## config.mk

```make
export PLATFORM = sky130hd
export DESIGN_NAME = uart_phy
export DESIGN_NICKNAME = d
export VERILOG_FILES = /design/src/rtl/uart_phy.sv
export SDC_FILE = /design/constraint.sdc
export NUM_CORES = 1
export LEC_CHECK = 0
export CAP_MARGIN = 15
export CORE_ASPECT_RATIO = 0.75
export CORE_UTILIZATION = 30
export CTS_BUF_LIST = sky130_fd_sc_hd__clkbuf_16
export DETAILED_ROUTE_END_ITERATION = 8
export PLACE_DENSITY = 0.53
export SYNTH_ARGS = -nofsm -noshare
export SYNTH_HDL_FRONTEND = slang
export SYNTH_SLANG_ARGS = --single-unit
```

## constraint.sdc

```tcl
create_clock -name clk -period 4.6 [get_ports clk]
set_input_delay 0.92 -clock clk [delete_from_list [all_inputs] [get_ports clk]]
set_output_delay 0.92 -clock clk [all_outputs]
set_load 0.03 [all_outputs]
```

## src/rtl/uart_phy.sv

```systemverilog
// 8N1 UART physical layer: independent receiver and transmitter sharing one
// baud divisor DIV = CLK_FREQ/UART_FREQ.
module uart_phy #(
    parameter int CLK_FREQ  = 12000000,
    parameter int UART_FREQ = 115200
) (
    input  logic       clk,
    input  logic       n_reset,
    input  logic       rx,
    output logic       tx,
    output logic       rx_ready,
    output logic [7:0] rx_data,
    output logic       rx_frame_err,
    input  logic       tx_write,
    input  logic [7:0] tx_data,
    output logic       tx_finished,
    output logic       dbg_rx_enable,
    output logic       dbg_tx_enable
);

    localparam int DIV = CLK_FREQ / UART_FREQ;
    localparam int CW  = $clog2(DIV);
    localparam logic [CW-1:0] BIT_LAST  = CW'(DIV - 1);
    localparam logic [CW-1:0] HALF_LAST = CW'(DIV / 2 - 1);

    typedef enum logic [2:0] {RX_IDLE, RX_START, RX_DATA, RX_STOP, RX_WAIT_HIGH} rx_state_t;
    typedef enum logic [1:0] {TX_IDLE, TX_START, TX_DATA, TX_STOP} tx_state_t;

    logic          rx_meta_q, rx_sync_q;
    rx_state_t     rx_state_q, rx_state_d;
    logic [CW-1:0] rx_cnt_q, rx_cnt_d;
    logic [2:0]    rx_bit_q, rx_bit_d;
    logic [7:0]    rx_shift_q, rx_shift_d;
    logic [7:0]    rx_data_q, rx_data_d;
    logic          rx_ready_q, rx_ready_d;
    logic          rx_err_q, rx_err_d;

    tx_state_t     tx_state_q, tx_state_d;
    logic [CW-1:0] tx_cnt_q, tx_cnt_d;
    logic [2:0]    tx_bit_q, tx_bit_d;
    logic [7:0]    tx_shift_q, tx_shift_d;
    logic          tx_q, tx_d;
    logic          tx_fin_q, tx_fin_d;

    // Receiver: start detected, then sampled mid-bit via a half-period offset.
    always_comb begin
        rx_state_d = rx_state_q;
        rx_cnt_d   = rx_cnt_q;
        rx_bit_d   = rx_bit_q;
        rx_shift_d = rx_shift_q;
        rx_data_d  = rx_data_q;
        rx_ready_d = 1'b0;
        rx_err_d   = 1'b0;
        case (rx_state_q)
            RX_IDLE: begin
                if (!rx_sync_q) begin
                    rx_state_d = RX_START;
                    rx_cnt_d   = '0;
                    rx_bit_d   = '0;
                end
            end
            RX_START: begin
                if (rx_cnt_q == HALF_LAST) begin
                    rx_cnt_d   = '0;
                    rx_state_d = rx_sync_q ? RX_IDLE : RX_DATA;
                end else begin
                    rx_cnt_d = rx_cnt_q + CW'(1);
                end
            end
            RX_DATA: begin
                if (rx_cnt_q == BIT_LAST) begin
                    rx_cnt_d   = '0;
                    rx_shift_d = {rx_sync_q, rx_shift_q[7:1]};
                    rx_bit_d   = rx_bit_q + 3'd1;
                    if (rx_bit_q == 3'd7) rx_state_d = RX_STOP;
                end else begin
                    rx_cnt_d = rx_cnt_q + CW'(1);
                end
            end
            RX_STOP: begin
                if (rx_cnt_q == BIT_LAST) begin
                    rx_cnt_d = '0;
                    if (rx_sync_q) begin
                        rx_data_d  = rx_shift_q;
                        rx_ready_d = 1'b1;
                        rx_state_d = RX_IDLE;
                    end else begin
                        rx_err_d   = 1'b1;
                        rx_state_d = RX_WAIT_HIGH;
                    end
                end else begin
                    rx_cnt_d = rx_cnt_q + CW'(1);
                end
            end
            RX_WAIT_HIGH: begin
                if (rx_sync_q) rx_state_d = RX_IDLE;
            end
            default: rx_state_d = RX_IDLE;
        endcase
    end

    // Transmitter: tx_d always holds the level of the bit that starts next edge.
    always_comb begin
        tx_state_d = tx_state_q;
        tx_cnt_d   = tx_cnt_q;
        tx_bit_d   = tx_bit_q;
        tx_shift_d = tx_shift_q;
        tx_d       = tx_q;
        tx_fin_d   = 1'b0;
        case (tx_state_q)
            TX_IDLE: begin
                tx_d = 1'b1;
                if (tx_write) begin
                    tx_shift_d = tx_data;
                    tx_state_d = TX_START;
                    tx_cnt_d   = '0;
                    tx_bit_d   = '0;
                    tx_d       = 1'b0;
                end
            end
            TX_START: begin
                if (tx_cnt_q == BIT_LAST) begin
                    tx_cnt_d   = '0;
                    tx_state_d = TX_DATA;
                    tx_d       = tx_shift_q[0];
                end else begin
                    tx_cnt_d = tx_cnt_q + CW'(1);
                end
            end
            TX_DATA: begin
                if (tx_cnt_q == BIT_LAST) begin
                    tx_cnt_d = '0;
                    tx_bit_d = tx_bit_q + 3'd1;
                    if (tx_bit_q == 3'd7) begin
                        tx_state_d = TX_STOP;
                        tx_d       = 1'b1;
                    end else begin
                        tx_shift_d = {1'b0, tx_shift_q[7:1]};
                        tx_d       = tx_shift_q[1];
                    end
                end else begin
                    tx_cnt_d = tx_cnt_q + CW'(1);
                end
            end
            TX_STOP: begin
                if (tx_cnt_q == BIT_LAST) begin
                    tx_cnt_d   = '0;
                    tx_state_d = TX_IDLE;
                    tx_fin_d   = 1'b1;
                end else begin
                    tx_cnt_d = tx_cnt_q + CW'(1);
                end
            end
            default: begin
                tx_state_d = TX_IDLE;
                tx_d       = 1'b1;
            end
        endcase
    end

    always_ff @(posedge clk or negedge n_reset) begin
        if (!n_reset) begin
            rx_meta_q  <= 1'b1;
            rx_sync_q  <= 1'b1;
            rx_state_q <= RX_IDLE;
            rx_cnt_q   <= '0;
            rx_bit_q   <= '0;
            rx_shift_q <= '0;
            rx_data_q  <= '0;
            rx_ready_q <= 1'b0;
            rx_err_q   <= 1'b0;
            tx_state_q <= TX_IDLE;
            tx_cnt_q   <= '0;
            tx_bit_q   <= '0;
            tx_shift_q <= '0;
            tx_q       <= 1'b1;
            tx_fin_q   <= 1'b0;
        end else begin
            rx_meta_q  <= rx;
            rx_sync_q  <= rx_meta_q;
            rx_state_q <= rx_state_d;
            rx_cnt_q   <= rx_cnt_d;
            rx_bit_q   <= rx_bit_d;
            rx_shift_q <= rx_shift_d;
            rx_data_q  <= rx_data_d;
            rx_ready_q <= rx_ready_d;
            rx_err_q   <= rx_err_d;
            tx_state_q <= tx_state_d;
            tx_cnt_q   <= tx_cnt_d;
            tx_bit_q   <= tx_bit_d;
            tx_shift_q <= tx_shift_d;
            tx_q       <= tx_d;
            tx_fin_q   <= tx_fin_d;
        end
    end

    assign tx            = tx_q;
    assign rx_ready      = rx_ready_q;
    assign rx_data       = rx_data_q;
    assign rx_frame_err  = rx_err_q;
    assign tx_finished   = tx_fin_q;
    assign dbg_rx_enable = (rx_state_q != RX_IDLE);
    assign dbg_tx_enable = (tx_state_q != TX_IDLE);

endmodule

```

==> results of run 1 <==
[final cells by class]
type                       count  area (sq um)  area share, %
clock buffer                   5           125           3.78
sequential                    55          1380           41.7
clock inverter                 3          21.3          0.643
inverter                       8          30.0          0.907
tap                          128           160           4.84
timing repair buffer          26           253           7.64
multi-input combinational    190          1340           40.5
[worst paths after layout]
kind,end,cells past startpoint
setup / recovery,dbg_rx_enable,2
hold / removal,rx_sync_q,0
setup reg to reg,tx_shift_q[5],6
hold reg to reg,rx_sync_q,0
max in group asynchronous,rx_data[7],2
min in group asynchronous,tx_shift_q[2],1
[registers in the layout (all words and copies together), names as in the netlist, 2 cells and up]
register,count
rx_shift_q,8
tx_cnt_q,7
rx_state_q,3
tx_state_q,2
tx_shift_q,8
rx_cnt_q,7
rx_bit_q,3
tx_bit_q,3
rx_data,8
[per-layer routing]
| metal | global-route usage [%] | vias to the layer above | wire, um |
|---|---|---|---|
| li1 | - | 1012 | - |
| met1 | 18.8 | 1012 | 3150 |
| met2 | 18.1 | 32 | 2250 |
| met3 | 3.01 | 7 | 186 |
| met4 | 4.96 | 0 | 83 |
| met5 | 0 | - | 0 |
[per-stage QoR]
stage | cells | setup slack (ps) | total power (uW) | instance area (sq um) | utilization (%)
floorplan | 265 | 2670 | 497 | 2830 | -
global placement | 407 | 2070 | 518 | 3160 | 34.7
detailed placement | 407 | 2030 | 518 | 3160 | 34.7
CTS | 415 | 1850 | 901 | 3310 | 36.3
global route | 415 | 1770 | 923 | 3310 | 36.3
finish | 415 | 1860 | 885 | 3310 | 36.3
[cell usage in the layout, fill, tap and decap left out, drive strengths merged, types with 3 or more instances in the layout]
cell / synthesis / routed
dfrtp: 52 / 52
nand2: 31 / 31
clkdlybuf4s50: 0 / 24
mux2: 19 / 19
a21oi: 17 / 17
o21ai: 16 / 16
o22ai: 15 / 15
nor2: 14 / 14
ha: 11 / 11
inv: 8 / 9
o211ai: 8 / 8
nand3: 6 / 6
or3: 5 / 5
nand2b: 5 / 5
clkbuf: 6 / 5
dfstp: 3 / 3
and2: 3 / 3
nor4: 3 / 3
[power breakdown]
| part | internal (uW) | switching, uW |
|---|---|---|
| combinational | 9.15 | 11.9 |
| clock | 202 | 175 |
| sequential | 485 | 1.44 |
[worst max-delay path, cell delays in order (launching register included)]
cell             delay, ps
dfrtp_1                510
or3_1                  410
clkdlybuf4s50_1        610
[cell families after synthesis]
| kind of cell | synth area share [%] |
|---|---|
| AO/OA/AOI/OAI | 17.1 |
| XOR/XNOR | 0.927 |
| adder cells (fa/ha/maj) | 4.86 |
| buffers and inverters | 4.02 |
| flip-flops | 48.7 |
| multiplexers | 7.55 |
| AND/OR/NAND/NOR | 16.9 |
==> metrics, run 1 <==
Iteration-0 DRC Markers 70; DRC 0; Root Driver clkbuf_16; Pwr per Cell Area 267 nW/um^2; worst min path class register to register; Main synth FF type dfrtp_1; peak supply drop 0.112 mV; Layout Area Growth over Synthesis 16.8%; post-layout min period 2740 ps; Slew Limit Fails 0; Avg Vias per Cell 4.97; CTS tree yes; Hold Startpoint rx_meta_q; pin count of the biggest net entering global routing 34; Post-Route WL 5.67 mm; Vias 2063; Synth area leader dfrtp_1; first-pass GRT wire length 9.77 mm; num rows 30; count leader, synth dfrtp_1; Worst Tran Pin Value 825 ps; top cells by area, synth dfrtp_1 46%, mux2_2 7.5%, ha_1 4.9%, nand2_1 4.1%, o22ai_1 3.3%; FMAX 0.364 GHz; Final nets 309; Skew-Pair Late Insertion Delay 290 ps; Global Route Usage Sum 12.8%; Die Ht 86.2 um; register area share after synthesis 48.7%; placer congestion estimate 0.740; period utilisation layout 59.7%; Clock Path Buffers 2; proportion of layout cells with a drive suffix above 1 15.3%; Post-synth EDFFs 0; Detail Placement HPWL 3.96 mm; unrepaired setup endpoints after global routing no; CP Class register to primary output; clock buffer count from CTS 5; I/O Pins 26; Mapped Cells 265; worst endpoint required time 3680 ps; leakage power total 0.00145 uW; Hold WS 360 ps; clock slew at reported path FFs 70 ps; Post-DRT Antenna Nets 0; Syn Area/Cell 10.7 sq um; critical path startpoint rx_state_q[1]; crit-path max FO 9; antenna violations before repair 0; gr ovfl total 0; crit path launch type register; Reg2Reg Setup Slack 2330 ps; WP data arrival 1820 ps; Clock Sinks 55; Crit. End Element primary output; Resize count post-CTS 0; 1st-pass router iterations 4; Starting Density 31.1%; Final Hold Vio Count 0; status complete, no violations; DR WL/cell 13.7 um; Post-synth ARST share 100%; Post-synth top cells 52 x dfrtp_1, 31 x nand2_1, 19 x mux2_2; top-area cell type share of the netlist area 45.9%; #FFs+latches synth 55; Hold-fix buffers, CTS 0; max cap viols 0; FF-to-FF Start tx_state_q[0]; Fillers 920; Cell Area, Synth 2830 sq um; Die X 114 um; number of port buffers 25; setup TNS 0 ps; Clock Skew 5.45 ps; vias in the first global route 2010; setup bufs post-CTS 0; die area 9840 sq um; synthesis warning total 0; core box area 9120 sq um; max_slew headroom 44.6%; syn_nets 288; Finish-stage setup viols 0; H-tree level count 2; antenna fix cells 0; Yosys cell types 53
Note: power is estimated with default switching activity, not from simulation.
==> inputs of run 2 (changes only) <==
==> constraint.sdc (replaced) <==
create_clock -name clk -period 2.7 [get_ports clk]
set_input_delay 0.54 -clock clk [delete_from_list [all_inputs] [get_ports clk]]
set_output_delay 0.54 -clock clk [all_outputs]
set_load 0.03 [all_outputs]
==> metrics, run 2 (synthesis results as in run 1) <==
post-layout min period 2350 ps; crit-path max FO 10 (+1); Root Driver clkbuf_16; Pint 1190 uW (+72%); Post-Route WL 5.74 mm (+1.3%); placer congestion estimate 0.755 (+2.0%); CP Class register to primary output; Crit. End Element primary output; Fillers 922 (+0.22%); pin count of the biggest net entering global routing 22 (-35%); fin util 36.7% (+0.40 points); leakage power total 0.00146 uW (+1.1%); Clock Skew 5.59 ps (+0.131 ps); area post-placement 3190 sq um (+0.95%); Die X 114 um (unchanged); sw frac 21.8% (+0.51 points); status complete, no violations; I/O Pins 26 (unchanged); Clock Sinks 55 (unchanged); Pwr per Cell Area 457 nW/um^2 (+71%); Comb pwr share 2.4% (about the same); commonest cells after routing, fill and taps aside 52 x dfrtp_1, 31 x nand2_1, 24 x clkdlybuf4s50_1, 19 x mux2_2, 17 x a21oi_1; PnR worst setup slack 348 ps (-1510 ps); Slew Limit Fails 0 (unchanged); antenna violations before repair 0 (unchanged); unrepaired setup endpoints after global routing no; WL met3 133 um (-28%); Worst Tran Pin Value 458 ps (-367 ps); crit path launch type register; Skew-Pair Late Insertion Delay 290 ps (about the same); Seq. cell area 1380 sq um (unchanged); gr ovfl total 0 (unchanged); peak supply drop 0.232 mV (+110%); Critical Path, Cell by Cell or3_1 > clkdlybuf4s50_1; Die Ht 86.2 um (unchanged); Clock Path Buffers 2 (unchanged); DR WL/cell 13.7 um (+0.34%); routed wl met2 2.32 mm (+3.0%); DRC 0 (unchanged); Routed met1 length 3.23 mm (+2.5%); Detail Placement HPWL 4.04 mm (+2.0%); setup TNS 0 ps (unchanged); die area 9840 sq um (unchanged); Iteration-0 DRC Markers 86 (+23%); Reg2Reg Setup Slack 750 ps (-1580 ps); Layout Area Growth over Synthesis 18.1%; Global Route Usage Sum 12.9% (+0.088 points); core box area 9120 sq um (unchanged); WP data arrival 1810 ps (about the same); CTS tree yes; vias in the first global route 2092 (+4.1%); worst min path class input port to async pin; H-tree level count 2 (unchanged); max layer used met4; period utilisation layout 87.1%; worst endpoint required time 2160 ps (-1520 ps); Post-DRT Antenna Nets 0 (unchanged); Vias 2057 (-0.29%); 1st-pass router iterations 5 (+1); Avg Vias per Cell 4.91 (-1.2%); FMAX 0.425 GHz; first-pass GRT wire length 10.2 mm (+4.4%); Finish-stage setup viols 0 (unchanged); antenna fix cells 0 (unchanged); Switching Power 334 uW (+77%); Place WS 542 ps (-1490 ps); slowest cell on the critical path clkdlybuf4s50_1; clock buffer count from CTS 5 (unchanged); max_slew headroom 69.4% (+25 points); slowest stage delay, CP 600 ps (about the same); clock network power share 43.4% (+0.7 points); setup bufs post-CTS 0 (unchanged); fin area 3350 sq um (+1.1%); footprint of the multi-input gates 1340 sq um (unchanged); Starting Density 31.1% (unchanged); number of port buffers 25 (unchanged); max cap viols 0 (unchanged); num rows 30 (unchanged); Final Hold Vio Count 0 (unchanged); Final nets 313 (+1.3%); most common cell after layout, fill and taps aside dfrtp_1; proportion of layout cells with a drive suffix above 1 16.8% (+1.5 points); clock slew at reported path FFs 70 ps (about the same); Resize count post-CTS 0 (unchanged); Reg power frac 54.2% (-0.8 points); Hold-fix buffers, CTS 0 (unchanged)
[run 2: worst paths after layout]
check                                endpoint           from  cells past startpoint
max in group asynchronous       rx_state_q[2]        n_reset                      2
worst min register to register      rx_sync_q      rx_meta_q                      0
worst max register to register  tx_shift_q[4]  tx_state_q[0]                      6
min in group clk                    rx_sync_q      rx_meta_q                      0
worst max-delay path            dbg_rx_enable  rx_state_q[2]                      2
worst min-delay path              tx_finished        n_reset                      1
[run 2: final cells by class]
class | count | share of cell area, %
multi-input cells | 190 | 40.1
clock inverters | 3 | 0.823
clock buffers | 5 | 3.74
inverters | 8 | 0.898
well taps | 128 | 4.79
repair buffers | 30 | 8.45
flip-flops and latches | 55 | 41.2
[run 2: critical path, delay by kind of cell (launching register included)]
kind,cells,cell delay [ps]
buf+inv,1,600
simple gates,1,430
flops,1,490
[run 2: metal layers]
metal	GRT usage [%]	up-vias
met5	0	-
met4	4.13	0
met3	2.52	6
met2	17.6	34
met1	20.0	995
li1	-	1022
[run 2: power groups by stage]
stage,registers (uW),clock network (uW),logic (uW)
after CTS,828,688,39.1
after global placement,844,0,39.0
after detailed placement,844,0,38.9
final,828,663,37.1
after floorplan,842,0,3.99
after global routing,829,722,41.9
[run 2: metrics by stage]
step | hold WS (ps) | total power [uW] | cells
2_1_floorplan | 244 | 846 | 265
3_3_place_gp | 352 | 883 | 411
3_5_place_dp | 350 | 883 | 411
4_1_cts | 184 | 1550 | 419
5_1_grt | 192 | 1590 | 419
6_report | 175 | 1530 | 419
